`src/rtl/mcdt_rr_pkg.sv`:
```
// Shared constants, types and width helper for the mcdt_rr block.
// Latency: n/a (declarations only).
// Backpressure: n/a.
package mcdt_rr_pkg;

  // Width of each per-channel output statistics counter.
  localparam int STAT_W = 16;

  // Default data width; the word type follows it.
  localparam int DEF_DW = 32;

  typedef logic [DEF_DW-1:0] mcdt_word_t;

  // Bits needed to encode values 0..n-1, never less than one bit.
  function automatic int width_of(input int n);
    return (n > 1) ? $clog2(n) : 1;
  endfunction

endpackage

```
`src/rtl/mcdt_rr_fifo.sv`:
```
// Per-channel synchronous FIFO with occupancy count and free-entry margin.
// Latency: a pushed word is visible at the head the cycle after the push edge.
// Backpressure: push_rdy drops when full (no bypass on same-cycle pop); held low during reset.
module mcdt_rr_fifo
  import mcdt_rr_pkg::*;
#(
  parameter int DW    = 32,
  parameter int DEPTH = 32,
  parameter int MW    = width_of(DEPTH + 1)
) (
  input  logic          clk_i,
  input  logic          rst_i,
  input  logic [DW-1:0] push_dat,
  input  logic          push_vld,
  output logic          push_rdy,
  input  logic          pop_en,
  output logic [DW-1:0] head_dat,
  output logic          head_vld,
  output logic [MW-1:0] margin
);

  localparam int AW = $clog2(DEPTH);

  logic [DW-1:0] mem [DEPTH];
  logic [AW-1:0] wr_ptr;
  logic [AW-1:0] rd_ptr;
  logic [MW-1:0] count;
  logic          push;
  logic          pop;

  // Ready and margin come only from the registered count, so a full FIFO
  // stays not-ready even in a cycle where its head is being popped.
  assign push_rdy = !rst_i && (count < MW'(DEPTH));
  assign head_vld = (count != '0);
  assign margin   = MW'(DEPTH) - count;
  assign head_dat = mem[rd_ptr];
  assign push     = push_vld && push_rdy;
  assign pop      = pop_en && head_vld;

  // Pointers and occupancy; a simultaneous push and pop leaves count unchanged.
  always_ff @(posedge clk_i) begin
    if (rst_i) begin
      wr_ptr <= '0;
      rd_ptr <= '0;
      count  <= '0;
    end else begin
      if (push) wr_ptr <= wr_ptr + 1'b1;
      if (pop)  rd_ptr <= rd_ptr + 1'b1;
      count <= count + MW'(push) - MW'(pop);
    end
  end

  // Storage array; contents need no reset because the pointers define validity.
  always_ff @(posedge clk_i) begin
    if (push) mem[wr_ptr] <= push_dat;
  end

endmodule

```
`src/rtl/mcdt_rr.sv`:
```
// Multi-channel FIFOs drained round-robin into one registered tagged stream; MCDT_RR_STAT_EN adds per-channel output counters.
// Latency: word pushed at edge N can be on mcdt_*_o after edge N+1 (empty FIFO, wins arbitration, output free).
// Backpressure: output register holds while mcdt_ready_i=0; FIFOs then fill and drop ch_ready_o.
module mcdt_rr
  import mcdt_rr_pkg::*;
#(
  parameter int NUM_CH     = 3,
  parameter int DW         = 32,
  parameter int FIFO_DEPTH = 32,
  parameter int MW         = width_of(FIFO_DEPTH + 1),
  parameter int IW         = width_of(NUM_CH)
) (
  input  logic                 clk_i,
  input  logic                 rst_i,
  input  logic [NUM_CH*DW-1:0] ch_data_i,
  input  logic [NUM_CH-1:0]    ch_valid_i,
  output logic [NUM_CH-1:0]    ch_ready_o,
  output logic [NUM_CH*MW-1:0] ch_margin_o,
  output logic [DW-1:0]        mcdt_data_o,
  output logic                 mcdt_val_o,
  output logic [IW-1:0]        mcdt_id_o,
  input  logic                 mcdt_ready_i
`ifdef MCDT_RR_STAT_EN
  ,
  output logic [NUM_CH*STAT_W-1:0] stat_cnt_o
`endif
);

  logic [DW-1:0]     head_dat [NUM_CH];
  logic [NUM_CH-1:0] head_vld;
  logic [NUM_CH-1:0] pop_en;
  logic [IW-1:0]     rr_ptr;
  logic              out_free;
  logic              gnt_any;
  logic [IW-1:0]     gnt_id;
  logic [IW-1:0]     nxt_ptr;
  logic [DW-1:0]     gnt_dat;

  for (genvar k = 0; k < NUM_CH; k++) begin : g_ch
    mcdt_rr_fifo #(
      .DW    (DW),
      .DEPTH (FIFO_DEPTH),
      .MW    (MW)
    ) u_fifo (
      .clk_i    (clk_i),
      .rst_i    (rst_i),
      .push_dat (ch_data_i[k*DW +: DW]),
      .push_vld (ch_valid_i[k]),
      .push_rdy (ch_ready_o[k]),
      .pop_en   (pop_en[k]),
      .head_dat (head_dat[k]),
      .head_vld (head_vld[k]),
      .margin   (ch_margin_o[k*MW +: MW])
    );
  end

  assign out_free = !mcdt_val_o || mcdt_ready_i;

  // Round-robin search from rr_ptr, wrapping; the first non-empty channel wins
  // and is popped only when the output register can take its word.
  always_comb begin
    int idx;
    idx     = 0;
    gnt_any = 1'b0;
    gnt_id  = '0;
    nxt_ptr = rr_ptr;
    gnt_dat = '0;
    pop_en  = '0;
    for (int i = 0; i < NUM_CH; i++) begin
      idx = (int'(rr_ptr) + i) % NUM_CH;
      if (!gnt_any && head_vld[idx]) begin
        gnt_any     = 1'b1;
        gnt_id      = IW'(idx);
        nxt_ptr     = IW'((idx + 1) % NUM_CH);
        gnt_dat     = head_dat[idx];
        pop_en[idx] = out_free;
      end
    end
  end

  // Output register and RR pointer; data/id hold when idle or stalled, pointer moves only on a grant.
  always_ff @(posedge clk_i) begin
    if (rst_i) begin
      mcdt_val_o  <= 1'b0;
      mcdt_data_o <= '0;
      mcdt_id_o   <= '0;
      rr_ptr      <= '0;
    end else if (out_free) begin
      mcdt_val_o <= gnt_any;
      if (gnt_any) begin
        mcdt_data_o <= gnt_dat;
        mcdt_id_o   <= gnt_id;
        rr_ptr      <= nxt_ptr;
      end
    end
  end

`ifdef MCDT_RR_STAT_EN
  for (genvar k = 0; k < NUM_CH; k++) begin : g_stat
    logic [STAT_W-1:0] cnt;

    // Count completed output handshakes from this channel; wraps naturally.
    always_ff @(posedge clk_i) begin
      if (rst_i) begin
        cnt <= '0;
      end else if (mcdt_val_o && mcdt_ready_i && (mcdt_id_o == IW'(k))) begin
        cnt <= cnt + 1'b1;
      end
    end

    assign stat_cnt_o[k*STAT_W +: STAT_W] = cnt;
  end
`endif

endmodule
```
`config.mk`:
```
export PLATFORM = sky130hd
export DESIGN_NAME = mcdt_rr
export DESIGN_NICKNAME = d
export VERILOG_FILES = /design/src/rtl/mcdt_rr_pkg.sv /design/src/rtl/mcdt_rr_fifo.sv /design/src/rtl/mcdt_rr.sv
export SDC_FILE = /design/constraint.sdc
export NUM_CORES = 2
export LEC_CHECK = 0
export ABC_AREA = 1
export BUFFER_PORTS_ARGS = -buffer_cell sky130_fd_sc_hd__clkbuf_2
export CAP_MARGIN = 20
export CELL_PAD_IN_SITES_DETAIL_PLACEMENT = 1
export CELL_PAD_IN_SITES_GLOBAL_PLACEMENT = 1
export CORE_MARGIN = 5
export CORE_UTILIZATION = 44
export DETAILED_ROUTE_END_ITERATION = 8
export PLACE_DENSITY_LB_ADDON = 0.1
export SYNTH_ARGS = -nofsm -noshare
export SYNTH_HDL_FRONTEND = slang
export SYNTH_SLANG_ARGS = --single-unit
```
`constraint.sdc`:
```
create_clock -name clk_i -period 7.2 [get_ports clk_i]
set_input_delay 0.36 -clock clk_i [delete_from_list [all_inputs] [get_ports clk_i]]
set_output_delay 0.36 -clock clk_i [all_outputs]
set_load 0.02 [all_outputs]
```
# Yosys cells after proc, flatten, opt, wreduce, memory -nomap -nowiden
# Memory sizes are Yosys's and may differ from the RTL's. A register that Yosys moved wholly into a read port is not among the register bits.
# Cells that the tools add are included.
[word_totals]
reg_bits = 85
latch_bits = 0
ram_bits = 3072
mem_bits_ro = 0
inputBits = 102
out_inout_bits = 56
wordCells = 136
memories = 3
[classes]
n_addsub = 20
n_mul = 0
n_div = 6
order_cmp = 12
n_eq_ne = 0
shifts = 0
mux = 53
n_bitwise = 4
n_reduce_logical = 25
[memory_table]
columns = ["name", "words", "word_bits", "read_ports", "rd_ports_with_merged_regs", "write_ports", "line_no", "text"]
rows = [
  ["g_ch[0].u_fifo.mem", 32, 32, 1, 1, 1, "mcdt_rr_fifo.sv:24", "logic [DW-1:0] mem [DEPTH];"],
  ["g_ch[1].u_fifo.mem", 32, 32, 1, 1, 1, "mcdt_rr_fifo.sv:24", ""],
  ["g_ch[2].u_fifo.mem", 32, 32, 1, 1, 1, "mcdt_rr_fifo.sv:24", ""],
]
[ops]
columns = ["cell", "count"]
rows = [
  ["2-to-1 mux 32 bit", 9],
  ["binary-select mux 32 bit (select 2 bit)", 3],
  ["modulo 32 x 3 -> 32 bit, second input constant", 5],
  ["adder 32 x 2 -> 32 bit, second input constant", 3],
  [">= comparator 32 x 1 -> 1 bit, second input constant", 3],
  [">= comparator 32 x 3 -> 1 bit, second input constant", 3],
  ["< comparator 32 x 4 -> 1 bit, second input constant", 3],
  ["NOT 32 bit", 3],
  ["modulo 3 x 3 -> 32 bit, second input constant", 1],
  ["adder 5 x 1 -> 5 bit, second input constant", 6],
  ["2-to-1 mux 5 bit", 6],
  ["adder 6 x 1 -> 6 bit", 3],
  ["< comparator 6 bit, second input constant", 3],
  ["2-to-1 mux 1 bit", 18],
  ["nonzero test 6 bit", 3],
  ["subtractor 6 x 1 -> 6 bit", 3],
  ["subtractor 6 bit, first input constant", 3],
  ["logical AND 1 bit", 14],
  ["2-to-1 mux 2 bit", 6],
  ["2-to-1 mux 3 bit", 3],
  ["binary-select mux 1 bit (select 2 bit)", 3],
  ["bitwise mux 3 bit", 2],
  ["demux 1 bit (select 2 bit)", 3],
  ["zero test 1 bit", 4],
  ["other kinds (7)", 7],
]

# Logic depth before layout (Yosys ltp)
[depth]
word_depth = 14
ltp_mapped = 45
depth_no_buf = 45

# Modules after synthesis
# A second synthesis with hierarchy kept.
[unflattened]
cells_unflattened = 11781
hier_area_um2 = 133415.5
[by_module_without_submodules]
columns = ["module", "instances", "cells_each", "area_each_um2", "seq_area_each_um2"]
rows = [
  ["mcdt_rr_fifo at g_ch[0].u_fifo ...", 2, 3640, 42853.6, 31169.9],
  ["mcdt_rr_fifo at g_ch[2].u_fifo", 1, 3645, 42837.3, 31169.9],
  ["mcdt_rr", 1, 856, 4870.9, 740.7],
]

# Worst setup path before layout
# No wires, ideal clock.
[synth_path]
kind = "reg2reg"
from = "register rr_ptr[0]"
to = "register rr_ptr[1]"
setup_ps = 109
arrival_time_ps = 5042
required_time_ps = 7091
path_slack_ps = 2049
path_stages_with_launch = 41
path_buffers = 2
synth_period_minus_slack_ps = 5151
cell_sequence = "dfxtp_1 > inv_1 > ha_1 > inv_2 > buf_2 > nand3_1 > nand2_2 > nand3_4 > inv_2 > clkbuf_1 > o21ai_0 > ha_1 > inv_1 > nand3_1 > nand2_2 > nand2_1 > nand2_1 > xor2_2 > [5 not listed] > ha_1 > inv_1 > nand3_1 > nand2_1 > inv_1 > ha_1 > inv_1 > nand4_4 > xor2_1 > ha_1 > inv_1 > nand3_2 > nand2_1 > nand2_1 > nand3_1 > nand3_1 > nand2_1 > inv_1"
[synth_between]
elab_chain_len = 12
elab_cells_between_ends = 32
cone_classes = "add/sub (5); div (6); mux (15); reduce/logical (6)"
[synth_rtl]
columns = ["item", "line_no", "text"]
rows = [
  ["from (decl)", "mcdt_rr.sv:32", "logic [IW-1:0] rr_ptr;"],
  ["from (signal assigned)", "mcdt_rr.sv:93", "rr_ptr <= nxt_ptr;"],
  ["parallel branches: the longest is 12 deep, another holds modulo 32 x 3 -> 32 bit", "--", ""],
]
# Several ways; the timed one is not identified. The select of a mux whose other input is x is not followed.
# A chain may end at the register's enable or synchronous reset.

# Worst setup path in the final report
[layout_path]
from = "register g_ch[2].u_fifo.count[2]"
to = "register rr_ptr[1]"
[layout_between]
elab_chain_len = 12
elab_cells_between_ends = 21
cone_classes = "mux (14); reduce/logical (7)"
[layout_rtl]
columns = ["item", "line_no", "text"]
rows = [
  ["from (decl)", "mcdt_rr_fifo.sv:27", "logic [MW-1:0] count;"],
  ["from (signal assigned)", "mcdt_rr_fifo.sv:49", "count <= count + MW'(push) - MW'(pop);"],
  ["nonzero test 6 bit (*)", "mcdt_rr_fifo.sv:34", "assign head_vld = (count != '0);"],
  ["binary-select mux 1 bit (select 2 bit)", "mcdt_rr.sv:71", "if (!gnt_any && head_vld[idx]) begin"],
  ["2-to-1 mux 1 bit (implied by the code) (2 in series)", "mcdt_rr.sv:71", ""],
  ["2-to-1 mux 1 bit", "mcdt_rr.sv:71", ""],
  ["zero test 1 bit", "mcdt_rr.sv:71", ""],
  ["logical AND 1 bit", "mcdt_rr.sv:71", ""],
  ["2-to-1 mux 1 bit", "mcdt_rr.sv:71", ""],
  ["zero test 1 bit", "mcdt_rr.sv:71", ""],
  ["logical AND 1 bit", "mcdt_rr.sv:71", ""],
  ["nonzero test 3 bit (no line) or 2-to-1 mux 1 bit (tied branches)", "--", ""],
  ["AND reduction 3 bit (no line)", "--", ""],
]
# Every way passes the cells marked *; elsewhere a longest branch is shown, timed or not. The select of a mux whose other input is x is not followed.

==> reports/metrics.csv <==
metric,value,unit
detail_route.wirelength,430000,um
cp_slowest_stage_delay,460,ps
setup_viol,0,
syn_nets,9786,
clkSinkCount,3172,
slew_headroom,11.8,%
setup.reg_to_reg.worst_slack,870,ps
grt_pass1_vias,87300,
cp_data_required_time,8080,ps
layout_worst_path_cycle_share,87.9,%
hold-path-endpoint,g_ch[0].u_fifo.mem[8][30]$_DFFE_PP_,
synth_top_cells_by_count,"sky130_fd_sc_hd__edfxtp_1, sky130_fd_sc_hd__o21ai_0, sky130_fd_sc_hd__nor2_1",
pwr-share-clk,31.7,%
clkTransAtPathRegs,60,ps
grt_antenna_before_repair,30,
power_switching_share,35.6,%
count_of_flip_flops_with_a_built_in_enable_after_synthesis,3072,
netlist_top_cells_area,"sky130_fd_sc_hd__edfxtp_1, sky130_fd_sc_hd__o21ai_0, sky130_fd_sc_hd__nor2_1, sky130_fd_sc_hd__o221ai_1, sky130_fd_sc_hd__clkbuf_1",
tritoncts,yes,
worstHoldPathCells,1,
tns,0,ps
worst_path_cell_with_the_longest_stage_delay,sky130_fd_sc_hd__nand3_1,
port_buffers,157,
layout.filler_cells,28400,
multi_input_gate_area_in_the_final_layout,29700,sq um
post_drt_wl_per_cell,31.5,um
syn-cell-area,127000,sq um
area_growth_syn_to_layout,12.6,%
synth_largest_area_cell,sky130_fd_sc_hd__edfxtp_1,
cells_after_synth,9614,
num_rows,197,
seq_area,94300,sq um
clock_tree_root_driver_cell,sky130_fd_sc_hd__clkbuf_16,
vdd_ir_drop_max,0.000329,V
critPathCaptureType,register,
htree_num_levels,5,
final_hold_viol_count,0,
floorplan.die.height,547,um
coreArea,287000,sq um
gp_congestion,0.817,
clock_latency,950,ps
cts_buffer_depth,4,
wire_length_of_the_first_global_routing_pass,617000,um
fraction_of_final_layout_cells_with_drive_strength_greater_than_1,9.78,%
worst_setup_path_start_kind,register,
nets,9775,
comb_power_share,29.2,%
path_max_fanout,34,
count_of_different_cell_masters_after_synthesis,50,
fin_skew,57.0,ps
unrepaired_setup_endpoints_after_global_routing,false,
power_per_cell_area,375,nW/um^2
synth-async-reset-ratio,0,%
layoutNonFillerInstCount,13700,
post_drt_via_cell_ratio,6.23,
ys.flop_type,sky130_fd_sc_hd__edfxtp_1,
post-dp-hpwl,236000,um
report.final.slew_viol_count,0,
timing.hold.worst.start,ch_data_i[30],
ff2ff_path_depth,40,
initial_utilization,44.1,%
worstReg2RegStart,g_ch[2].u_fifo.count[2]$_SDFF_PP0_,
most_repeated_cell_in_the_gate_level_netlist_after_synthesis,sky130_fd_sc_hd__edfxtp_1,
power.share.sequential,39.0,%
drt_drc_violations_left,0,
via_count,85200,
ys_seq_area_share,74.4,%
timing_worst_slew_pin_value,1320,ps
critical_path.most_common_cell,sky130_fd_sc_hd__nand3_1,
drtIter0Drc,8515,
intPower,34.5,mW
grt_max_degree,191,
grt.overflow.total,0,
grtUsageTotal,27.9,%
rr_endpoint,rr_ptr[1]$_SDFFE_PP0P_,
type_of_the_most_critical_hold_path,primary input to register,
p_switching,19.1,mW
ys_ff_latch,3172,
status,completed,
boundaryPins,158,
fp.dieW,547,um
setup.worst_path.class,register to register,
power_leakage,45.6,nW
synth_area_per_cell,13.2,sq um
timing.max_cap.violations,0,
maxClockFrequency,0.158,GHz
cts_made_buffers,340,
ctsResizeCount,0,
post-route-min-period,6330,ps
fp.dieArea,299000,sq um
drtAntennaViolNets,0,
worstPathArrival,7210,ps
detailedRoute.firstPassIterationCount,6,
yosysWarnings,0,
place_inst,13000,
yosys.area.top_type_share,72.8,%
-- critical path, delay by kind of cell (launching register included) --
kind	cells	cell delay, ps
AOI/OAI and AO/OA	2	200
xor gates and xnor gates	1	280
adders and majority gates	5	1240
buffers and inverters	10	1160
DFF	1	380
and+or+nand+nor	22	2960
-- layout by cell type, fill, tap and decap left out, types with 23 or more instances in the layout --
cell type	instances
sky130_fd_sc_hd__a21oi_1	58
sky130_fd_sc_hd__a221o_1	23
sky130_fd_sc_hd__a31oi_1	69
sky130_fd_sc_hd__buf_4	184
sky130_fd_sc_hd__bufinv_16	24
sky130_fd_sc_hd__clkbuf_1	100
sky130_fd_sc_hd__clkbuf_16	348
sky130_fd_sc_hd__clkbuf_2	157
sky130_fd_sc_hd__clkinv_1	72
sky130_fd_sc_hd__clkinv_2	41
sky130_fd_sc_hd__dfxtp_1	85
sky130_fd_sc_hd__edfxtp_1	3072
sky130_fd_sc_hd__ha_1	67
sky130_fd_sc_hd__inv_1	153
sky130_fd_sc_hd__nand2_1	243
sky130_fd_sc_hd__nand3_1	409
sky130_fd_sc_hd__nor2_1	1722
sky130_fd_sc_hd__nor2_4	89
sky130_fd_sc_hd__o211ai_1	121
sky130_fd_sc_hd__o21ai_0	1826
sky130_fd_sc_hd__o221ai_1	552
sky130_fd_sc_hd__o22ai_1	217
-- state kept, by name (all words and copies together), names as in the netlist, named ones only --
signal	flops
mcdt_data_o	32
mcdt_val_o	1
g_ch.u_fifo.count	18
rr_ptr	2
mcdt_id_o	2
g_ch.u_fifo.mem	3072
g_ch.u_fifo.wr_ptr	15
g_ch.u_fifo.rd_ptr	15
-- area by class of cell --
| class | count | area share [%] |
|---|---|---|
| flip-flops and latches | 3172 | 66.1 |
| multi-input cells | 5546 | 20.8 |
| clock buffers | 452 | 6.40 |
| well taps | 3781 | 3.32 |
| repair buffers | 364 | 1.81 |
| clock inverters | 151 | 0.990 |
| inverters | 179 | 0.510 |
| diodes | 20 | 0.0351 |
-- metal layers --
metal  vias to the layer above  track usage [%]  share of wire [%]
li1                      36600                -                  -
met5                         -                0              0.015
met3                       706             4.46                6.4
met4                        10             9.96                3.8
met2                      2846             44.8                 47
met1                     45000             38.9                 43
-- repair_timing --
action                                 4_1_cts  5_1_grt
hold buffers                                 4        0
endpoints found under the hold margin       68        0
buffers inserted                             0        0
-- power groups by stage --
stage / logic [mW] / clock network (mW) / registers (mW)
floorplan: 9.79 / 0 / 21.1
global placement: 15.2 / 0 / 21.3
detailed placement: 15.6 / 0 / 21.3
CTS: 15.7 / 17.3 / 20.9
global route: 17.0 / 18.1 / 20.9
finish: 15.7 / 17.0 / 20.9
-- worst max path at each step --
| stage | from | cells after the start | endpoint | slack [ps] |
|---|---|---|---|---|
| after detailed placement | g_ch[2].u_fifo.count[2]$_SDFF_PP0_ | 40 | rr_ptr[1]$_SDFFE_PP0P_ | 810 |
| after global placement | g_ch[2].u_fifo.count[2]$_SDFF_PP0_ | 40 | rr_ptr[1]$_SDFFE_PP0P_ | 970 |
| final | g_ch[2].u_fifo.count[2]$_SDFF_PP0_ | 40 | rr_ptr[1]$_SDFFE_PP0P_ | 870 |
| after global routing | g_ch[2].u_fifo.count[1]$_SDFF_PP0_ | 41 | rr_ptr[1]$_SDFFE_PP0P_ | 230 |
| after floorplan | rr_ptr[0]$_SDFFE_PP0P_ | 40 | rr_ptr[1]$_SDFFE_PP0P_ | 2050 |
| after CTS | g_ch[2].u_fifo.count[2]$_SDFF_PP0_ | 40 | rr_ptr[1]$_SDFFE_PP0P_ | 770 |
-- through the flow --
stage | instance area [sq um] | setup slack, ps | hold slack, ps | power [mW] | util [%]
finish | 143000 | 873 | 46.8 | 53.5 | 49.6
global route | 143000 | 229 | 55.1 | 56.0 | 49.6
CTS | 143000 | 769 | 8.43 | 53.8 | 49.6
detailed placement | 132000 | 814 | 490 | 36.9 | 45.9
global placement | 132000 | 966 | 485 | 36.5 | 45.9
floorplan | 127000 | 2050 | 459 | 30.9 | -
-- kinds of logic after synthesis --
family,after synthesis,share of synthesized area [%]
buffers and inverters,896,2.69
flip-flops,3172,74.4
XOR/XNOR,16,0.117
AND/OR/NAND/NOR,2525,8.06
adder cells (fa/ha/maj),70,0.709
AO/OA/AOI/OAI,2935,14.0
(Power assumes the default switching activity.)
